[config.mk]
export PLATFORM = sky130hd
export DESIGN_NAME = brick_hit_manager
export DESIGN_NICKNAME = d
export VERILOG_FILES = /design/src/rtl/brick_hit_manager.sv
export SDC_FILE = /design/constraint.sdc
export NUM_CORES = 1
export LEC_CHECK = 0
export CAP_MARGIN = 20
export CORE_AREA = 2 2 104 106
export DETAILED_ROUTE_END_ITERATION = 8
export DIE_AREA = 0 0 106 108
export PLACE_DENSITY = 0.53
export SLEW_MARGIN = 0
export SYNTH_ARGS = -nofsm -noshare
export SYNTH_HDL_FRONTEND = slang
export SYNTH_SLANG_ARGS = --single-unit
[constraint.sdc]
create_clock -name clk -period 2.6 [get_ports clk]
set_clock_uncertainty 0.2 [all_clocks]
set_input_delay 0.65 -clock clk [delete_from_list [all_inputs] [get_ports clk]]
set_output_delay 0.65 -clock clk [all_outputs]
set_load 0.02 [all_outputs]
[src/rtl/brick_hit_manager.sv]
// Brick hit manager: turns collision levels into accepted brick hits, bounce pulses,
// a saturating score and level-clear. Optional two-hit top row via `define TWO_HIT_EN.
module brick_hit_manager #(
  parameter int NUM_BRICKS   = 10,
  parameter int SCORE_W      = 12,
  parameter int POINTS       = 10,
  parameter int COOLDOWN_CYC = 4
`ifdef TWO_HIT_EN
  ,
  parameter int TOUGH_ROW    = 5
`endif
) (
  input  logic                  clk,
  input  logic                  rst,
  input  logic                  game_start,
  input  logic [NUM_BRICKS-1:0] collide_block,
  input  logic                  collide_paddle,
  output logic [NUM_BRICKS-1:0] alive,
  output logic                  hit_valid,
  output logic [3:0]            hit_idx,
  output logic                  bounce_y,
  output logic [SCORE_W-1:0]    score,
  output logic                  level_clear
);

  localparam logic [1:0] IDLE  = 2'd0;
  localparam logic [1:0] PLAY  = 2'd1;
  localparam logic [1:0] COOL  = 2'd2;
  localparam logic [1:0] CLEAR = 2'd3;

  localparam logic [SCORE_W:0] POINTS_EXT = (SCORE_W+1)'(POINTS);
  localparam logic [7:0]       COOL_LOAD  = 8'(COOLDOWN_CYC - 1);
  localparam logic [NUM_BRICKS-1:0] ONE_VEC = {{(NUM_BRICKS-1){1'b0}}, 1'b1};

  logic [1:0]            state;
  logic [7:0]            cnt;
  logic [NUM_BRICKS-1:0] prev_blk;
  logic                  prev_pad;

  logic [NUM_BRICKS-1:0] new_hit;
  logic [NUM_BRICKS-1:0] first_hit;
  logic [NUM_BRICKS-1:0] dead_mask;
  logic [3:0]            first_idx;
  logic                  new_pad;
  logic                  accept;
  logic [SCORE_W:0]      score_sum;
  logic [SCORE_W-1:0]    score_next;

`ifdef TWO_HIT_EN
  logic [1:0] hits_left [NUM_BRICKS];
`endif

  // Rising-edge detect per brick, lowest-index winner isolated as a one-hot mask.
  always_comb begin
    new_hit   = collide_block & ~prev_blk & alive;
    new_pad   = collide_paddle & ~prev_pad;
    first_hit = new_hit & (~new_hit + ONE_VEC);
    first_idx = 4'd0;
    for (int i = NUM_BRICKS - 1; i >= 0; i--) begin
      if (new_hit[i]) first_idx = 4'(i);
    end
    accept     = (state == PLAY) && !game_start && (|new_hit);
    score_sum  = {1'b0, score} + POINTS_EXT;
    score_next = score_sum[SCORE_W] ? {SCORE_W{1'b1}} : score_sum[SCORE_W-1:0];
  end

`ifdef TWO_HIT_EN
  always_comb begin
    dead_mask = '0;
    for (int i = 0; i < NUM_BRICKS; i++) begin
      dead_mask[i] = first_hit[i] && (hits_left[i] == 2'd1);
    end
  end

  always_ff @(posedge clk or posedge rst) begin
    if (rst) begin
      for (int i = 0; i < NUM_BRICKS; i++) hits_left[i] <= 2'd0;
    end else if (game_start) begin
      for (int i = 0; i < NUM_BRICKS; i++) hits_left[i] <= (i < TOUGH_ROW) ? 2'd2 : 2'd1;
    end else if (accept) begin
      for (int i = 0; i < NUM_BRICKS; i++) begin
        if (first_hit[i]) hits_left[i] <= hits_left[i] - 2'd1;
      end
    end
  end
`else
  always_comb begin
    dead_mask = first_hit;
  end
`endif

  // game_start overrides everything; pulses default low so they last one cycle.
  always_ff @(posedge clk or posedge rst) begin
    if (rst) begin
      state       <= IDLE;
      cnt         <= 8'd0;
      prev_blk    <= '0;
      prev_pad    <= 1'b0;
      alive       <= '0;
      hit_valid   <= 1'b0;
      hit_idx     <= 4'd0;
      bounce_y    <= 1'b0;
      score       <= '0;
      level_clear <= 1'b0;
    end else begin
      prev_blk  <= collide_block;
      prev_pad  <= collide_paddle;
      hit_valid <= 1'b0;
      bounce_y  <= 1'b0;
      if (game_start) begin
        state       <= PLAY;
        alive       <= '1;
        score       <= '0;
        cnt         <= 8'd0;
        level_clear <= 1'b0;
      end else begin
        case (state)
          PLAY: begin
            if (accept) begin
              hit_valid <= 1'b1;
              bounce_y  <= 1'b1;
              hit_idx   <= first_idx;
              score     <= score_next;
              alive     <= alive & ~dead_mask;
              cnt       <= COOL_LOAD;
              state     <= COOL;
            end else if (new_pad) begin
              bounce_y <= 1'b1;
            end
          end
          COOL: begin
            bounce_y <= new_pad;
            if (cnt == 8'd0) begin
              if (alive == '0) begin
                state       <= CLEAR;
                level_clear <= 1'b1;
              end else begin
                state <= PLAY;
              end
            end else begin
              cnt <= cnt - 8'd1;
            end
          end
          default: begin
          end
        endcase
      end
    end
  end

endmodule
# Word-level counts from Yosys, hierarchy flattened

Cells that the tools add are included.

Flip-flop bits (word level): 50
Output and inout port bits: 29
Input bits: 14

Bitwise operators: 10
Equality and inequality tests: 5
Muxes and demuxes: 37
Add/subtract/negate cells: 3
Reduce and logical (&&, ||, !) cells: 17

Operators by type and width:

| cell                                                                   | number |
|---|---|
| 12-bit 2-to-1 mux                                                      | 4 |
| 10-bit AND                                                             | 4 |
| 4-bit 2-to-1 mux                                                       | 10 |
| 10-bit 2-to-1 mux                                                      | 3 |
| 10-bit NOT                                                             | 3 |
| 8-bit 2-to-1 mux                                                       | 3 |
| 8-bit case mux with 2 select lines                                     | 1 |
| 12-bit by 4-bit adder with 13-bit output (second input constant)       | 1 |
| 3-bit AND reduction                                                    | 4 |
| 10-bit by 1-bit adder with 10-bit output (second input constant)       | 1 |
| 10-bit zero test                                                       | 1 |
| 1-bit 2-to-1 mux                                                       | 10 |
| 2-bit nonzero test                                                     | 5 |
| 10-bit OR reduction                                                    | 1 |
| 3-bit inequality test (second input constant)                          | 3 |
| 8-bit zero test                                                        | 1 |
| 2-bit 2-to-1 mux                                                       | 4 |
| 8-bit by 1-bit subtractor with 8-bit output (second input constant)    | 1 |
| 2-bit case mux with 2 select lines                                     | 1 |
| 3-bit nonzero test                                                     | 1 |
| 2-bit by 1-bit equality test with 1-bit output (second input constant) | 1 |
| 2-bit equality test (second input constant)                            | 1 |
| 1-bit logical AND                                                      | 2 |
| 1-bit NOT                                                              | 2 |
| 4 further kinds                                                        | 4 |

# Logic depth before layout (Yosys ltp)

Word-level depth: 13
Mapped depth: 8
Mapped depth without buffers: 8

# Worst setup path before layout

Ideal clock, no wire load.

Path type: input to register
Start: input collide_block[5]
End: register cnt[1]
Data arrival time: 2.161 ns
Slack: 0.139 ns
Stages on the path: 7
Required time: 2.301 ns
Cell sequence: and3b_4 or4_4 buf_6 nor4_4 buf_6 nor2_2 a311oi_1

Word-level cells in the longest chain between the ends: 6

Ends and longest elaborated chain:

| element                         | RTL line | RTL |
|---|---|---|
| start: declaration              | 16       | `input logic [NUM_BRICKS-1:0] collide_block,` |
| 10-bit AND (2 in a row)         | 55       | `new_hit = collide_block & ~prev_blk & alive;` |
| 10-bit OR reduction             | 62       | `accept = (state == PLAY) && !game_start && (\|new_hit);` |
| 1-bit logical AND               | 62       |  |
| 3-bit inequality test (no line) | -        |  |
| 3-bit AND reduction (no line)   | -        |  |
| end signal: assignment          | 141      | `cnt <= cnt - 8'd1;` |
| end: declaration                | 36       | `logic [7:0] cnt;` |

Every way passes these cells.
A chain may end at the register's enable or synchronous reset.

# Final worst setup path

Start: input collide_block[3]
End: register alive[1]

Word-level cells in the longest chain between the ends: 6

Ends and longest elaborated chain:

| element                       | RTL line | RTL |
|---|---|---|
| 10-bit AND (2 in a row)       | 55       |  |
| 10-bit OR reduction           | 62       |  |
| 1-bit logical AND             | 62       |  |
| 2-bit nonzero test (no line)  | -        |  |
| 2-bit AND reduction (no line) | -        |  |
| end signal: assignment        | 124      | `alive <= alive & ~dead_mask;` |
| end: declaration              | 18       | `output logic [NUM_BRICKS-1:0] alive,` |

Every way passes these cells.

==> flow_summary.ini <==
[outcome]
outcome = finished, final reports clean

[clock_network]
clkTransAtPathRegs_ps = 90
cts_made_buffers = 5
clk_latency_ps = 300
clock_sink_count = 50
cts_hold_buf = 0
root_buffer = clkbuf_8
cts.htree.levels = 2
cts_tree = yes
clock_path_buffers = 2

[route]
ant_nets = 0
wl_per_cell_um = 14.5
vias = 2208
drtIter0Drc = 86
first_pass_iters = 4
viasPerCell = 4.71
totalWireLength_mm = 6.80
drc_errors = 0

[synth]
syn_area_um2 = 2530
ys_types = 50
synth-edff-count = 0
ys_ff_latch = 50
synth_cells = 250
ys_warn_count = 0
avgSynthCellArea_um2 = 10.1
synth_ff_type = dfrtp_1
syn-num-nets = 269
yosysSeqAreaShare_pct = 49.4
async_reset_ff_share_pct = 100

[worst_setup_path]
start_kind = primary input
cp-end-kind = register
worstPathArrival_ps = 2420
critical_path_required_ps = 2600
critPathKind = in2reg
r2r_start = cnt[0]
crit_start = collide_block[3]
critical_path.max_fanout = 4

[worst_hold_path]
hp-class = reg2reg
hold_start = hit_idx[1]

[die]
die_area_um2 = 11400
dieWidth_um = 106
num_io_pins = 43
die_h_um = 108
start_util_pct = 24.8
coreArea_um2 = 10200
row_count = 37

[place]
io_buffers = 42
dp.cells = 461
dpl.hpwl_mm = 5.07
gp_congestion = 0.795

[cells_and_area]
n_antenna_cell = 0
drive_gt1_share_pct = 19.2
finalNonFillerCells = 469
n_fill_cell = 1034
layout_common_cells = dfrtp_1 (50), buf_4 (39), clkdlybuf4s50_1 (38)
final_nets = 353
final_common_cell = dfrtp_1
syn_to_final_growth_pct = 40.6

[sta]
drv_slew = 0
fin_crit_sh_pct = 93.1
rsz0062_at_grt = no
slew_headroom_pct = 54.9
max_freq_ghz = 0.413
worstMarginPinSlew_ps = 670
setup_violations = 0
finalHoldViolations = 0
fin_setup_tns_ps = 0
post-route-min-period_ps = 2420

[grt]
grt_max_degree = 30
first_global_vias = 2319
antenna_found_initial = 0
overflow = 0
grt.total_usage_pct = 12.4
grt_pass1_wl_mm = 11.4

[pwr]
power_leakage_nw = 1.47
totalPowerFinal_mw = 2.65
peakVddDrop_mv = 0.276
power_density_nw_per_um2 = 743

[run]
cap_violations = 0
[report_power, final]
| part | total [mW] | internal (mW) | switching [mW] |
|---|---|---|---|
| registers | 1.05 | 0.914 | 0.132 |
| logic | 1.14 | 0.529 | 0.612 |
| clock network | 0.459 | 0.206 | 0.253 |
| total | 2.65 | 1.65 | 0.997 |
[critical path: stages]
cell	delay, ps
clkdlybuf4s50_1	500
nand3b_1	120
buf_4	170
and4_1	260
a31oi_1	360
nand4b_1	170
a21o_1	200
[worst paths after layout]
check	slack, ps	depth (start not counted)	to
min in group asynchronous	480	2	prev_blk[8]
worst max register to register	280	7	cnt[7]
worst min register to register	280	2	hit_idx[1]
worst min-delay path	280	2	hit_idx[1]
worst max-delay path	180	7	alive[1]
max in group asynchronous	1280	3	score[5]
[what timing repair did]
action	4_1_cts	5_1_grt
setup buffers	0	2
gates resized for setup	1	7
endpoints found under the hold margin	0	0
endpoints found under the setup margin	1	22
pin swaps	0	3
[per-layer routing]
layer | GRT usage [%] | share of wire, %
met3 | 2.47 | 3.3
met5 | 0 | 0
met1 | 16.8 | 48
met2 | 20.8 | 48
met4 | 2.44 | 0.84
[kinds of logic after synthesis]
| family | share of synthesized area [%] |
|---|---|
| simple gates | 23.9 |
| compound gates | 18.2 |
| flops | 49.4 |
| buf+inv | 3.26 |
| xor+xnor | 2.77 |
| fa+ha+maj | 2.47 |
[cell type report]
cell class	instances	area (µm²)	area share, %
Tap cell	136	170	4.78
Timing Repair Buffer	85	803	22.5
Clock buffer	6	82.6	2.32
Sequential cell	50	1250	35.1
Inverter	10	37.5	1.05
Multi-Input combinational cell	182	1220	34.2
[cells in the mapped netlist, types with 4 or more instances]
| library cell | number | share of area [%] |
|---|---|---|
| nand3_1 | 10 | 2.0 |
| and3b_1 | 4 | 1.4 |
| nand3b_1 | 8 | 2.4 |
| xnor2_1 | 6 | 2.1 |
| inv_1 | 9 | 1.3 |
| nor2_1 | 19 | 2.8 |
| a311oi_1 | 6 | 2.1 |
| o21ai_0 | 20 | 4.0 |
| nand2b_1 | 5 | 1.2 |
| ha_1 | 5 | 2.5 |
| o31ai_1 | 5 | 1.5 |
| clkbuf_1 | 6 | 0.89 |
| nand4_1 | 6 | 1.5 |
| nor3_1 | 7 | 1.4 |
| a21oi_1 | 16 | 3.2 |
| dfrtp_1 | 50 | 49 |
| a21o_1 | 7 | 2.1 |
| nand2_1 | 11 | 1.6 |
| or4_1 | 4 | 1.2 |
[through the flow]
stage	setup WS (ps)	area [µm²]	hold slack (ps)	utilization [%]
after floorplan	139	2530	294	-
after global placement	-371	3440	267	33.6
after detailed placement	-340	3440	275	33.6
after CTS	6.54	3530	295	34.5
after global routing	31.0	3560	301	34.8
final	180	3560	283	34.8
[state kept, by name, indices dropped and copies added (netlist names)]
name,cells
cnt,8
hit_idx,4
prev_blk,10
bounce_y,1
alive,10
score,12
state,2
hit_valid,1
prev_pad,1
level_clear,1
No activity file was read; power rests on OpenSTA's default activity.
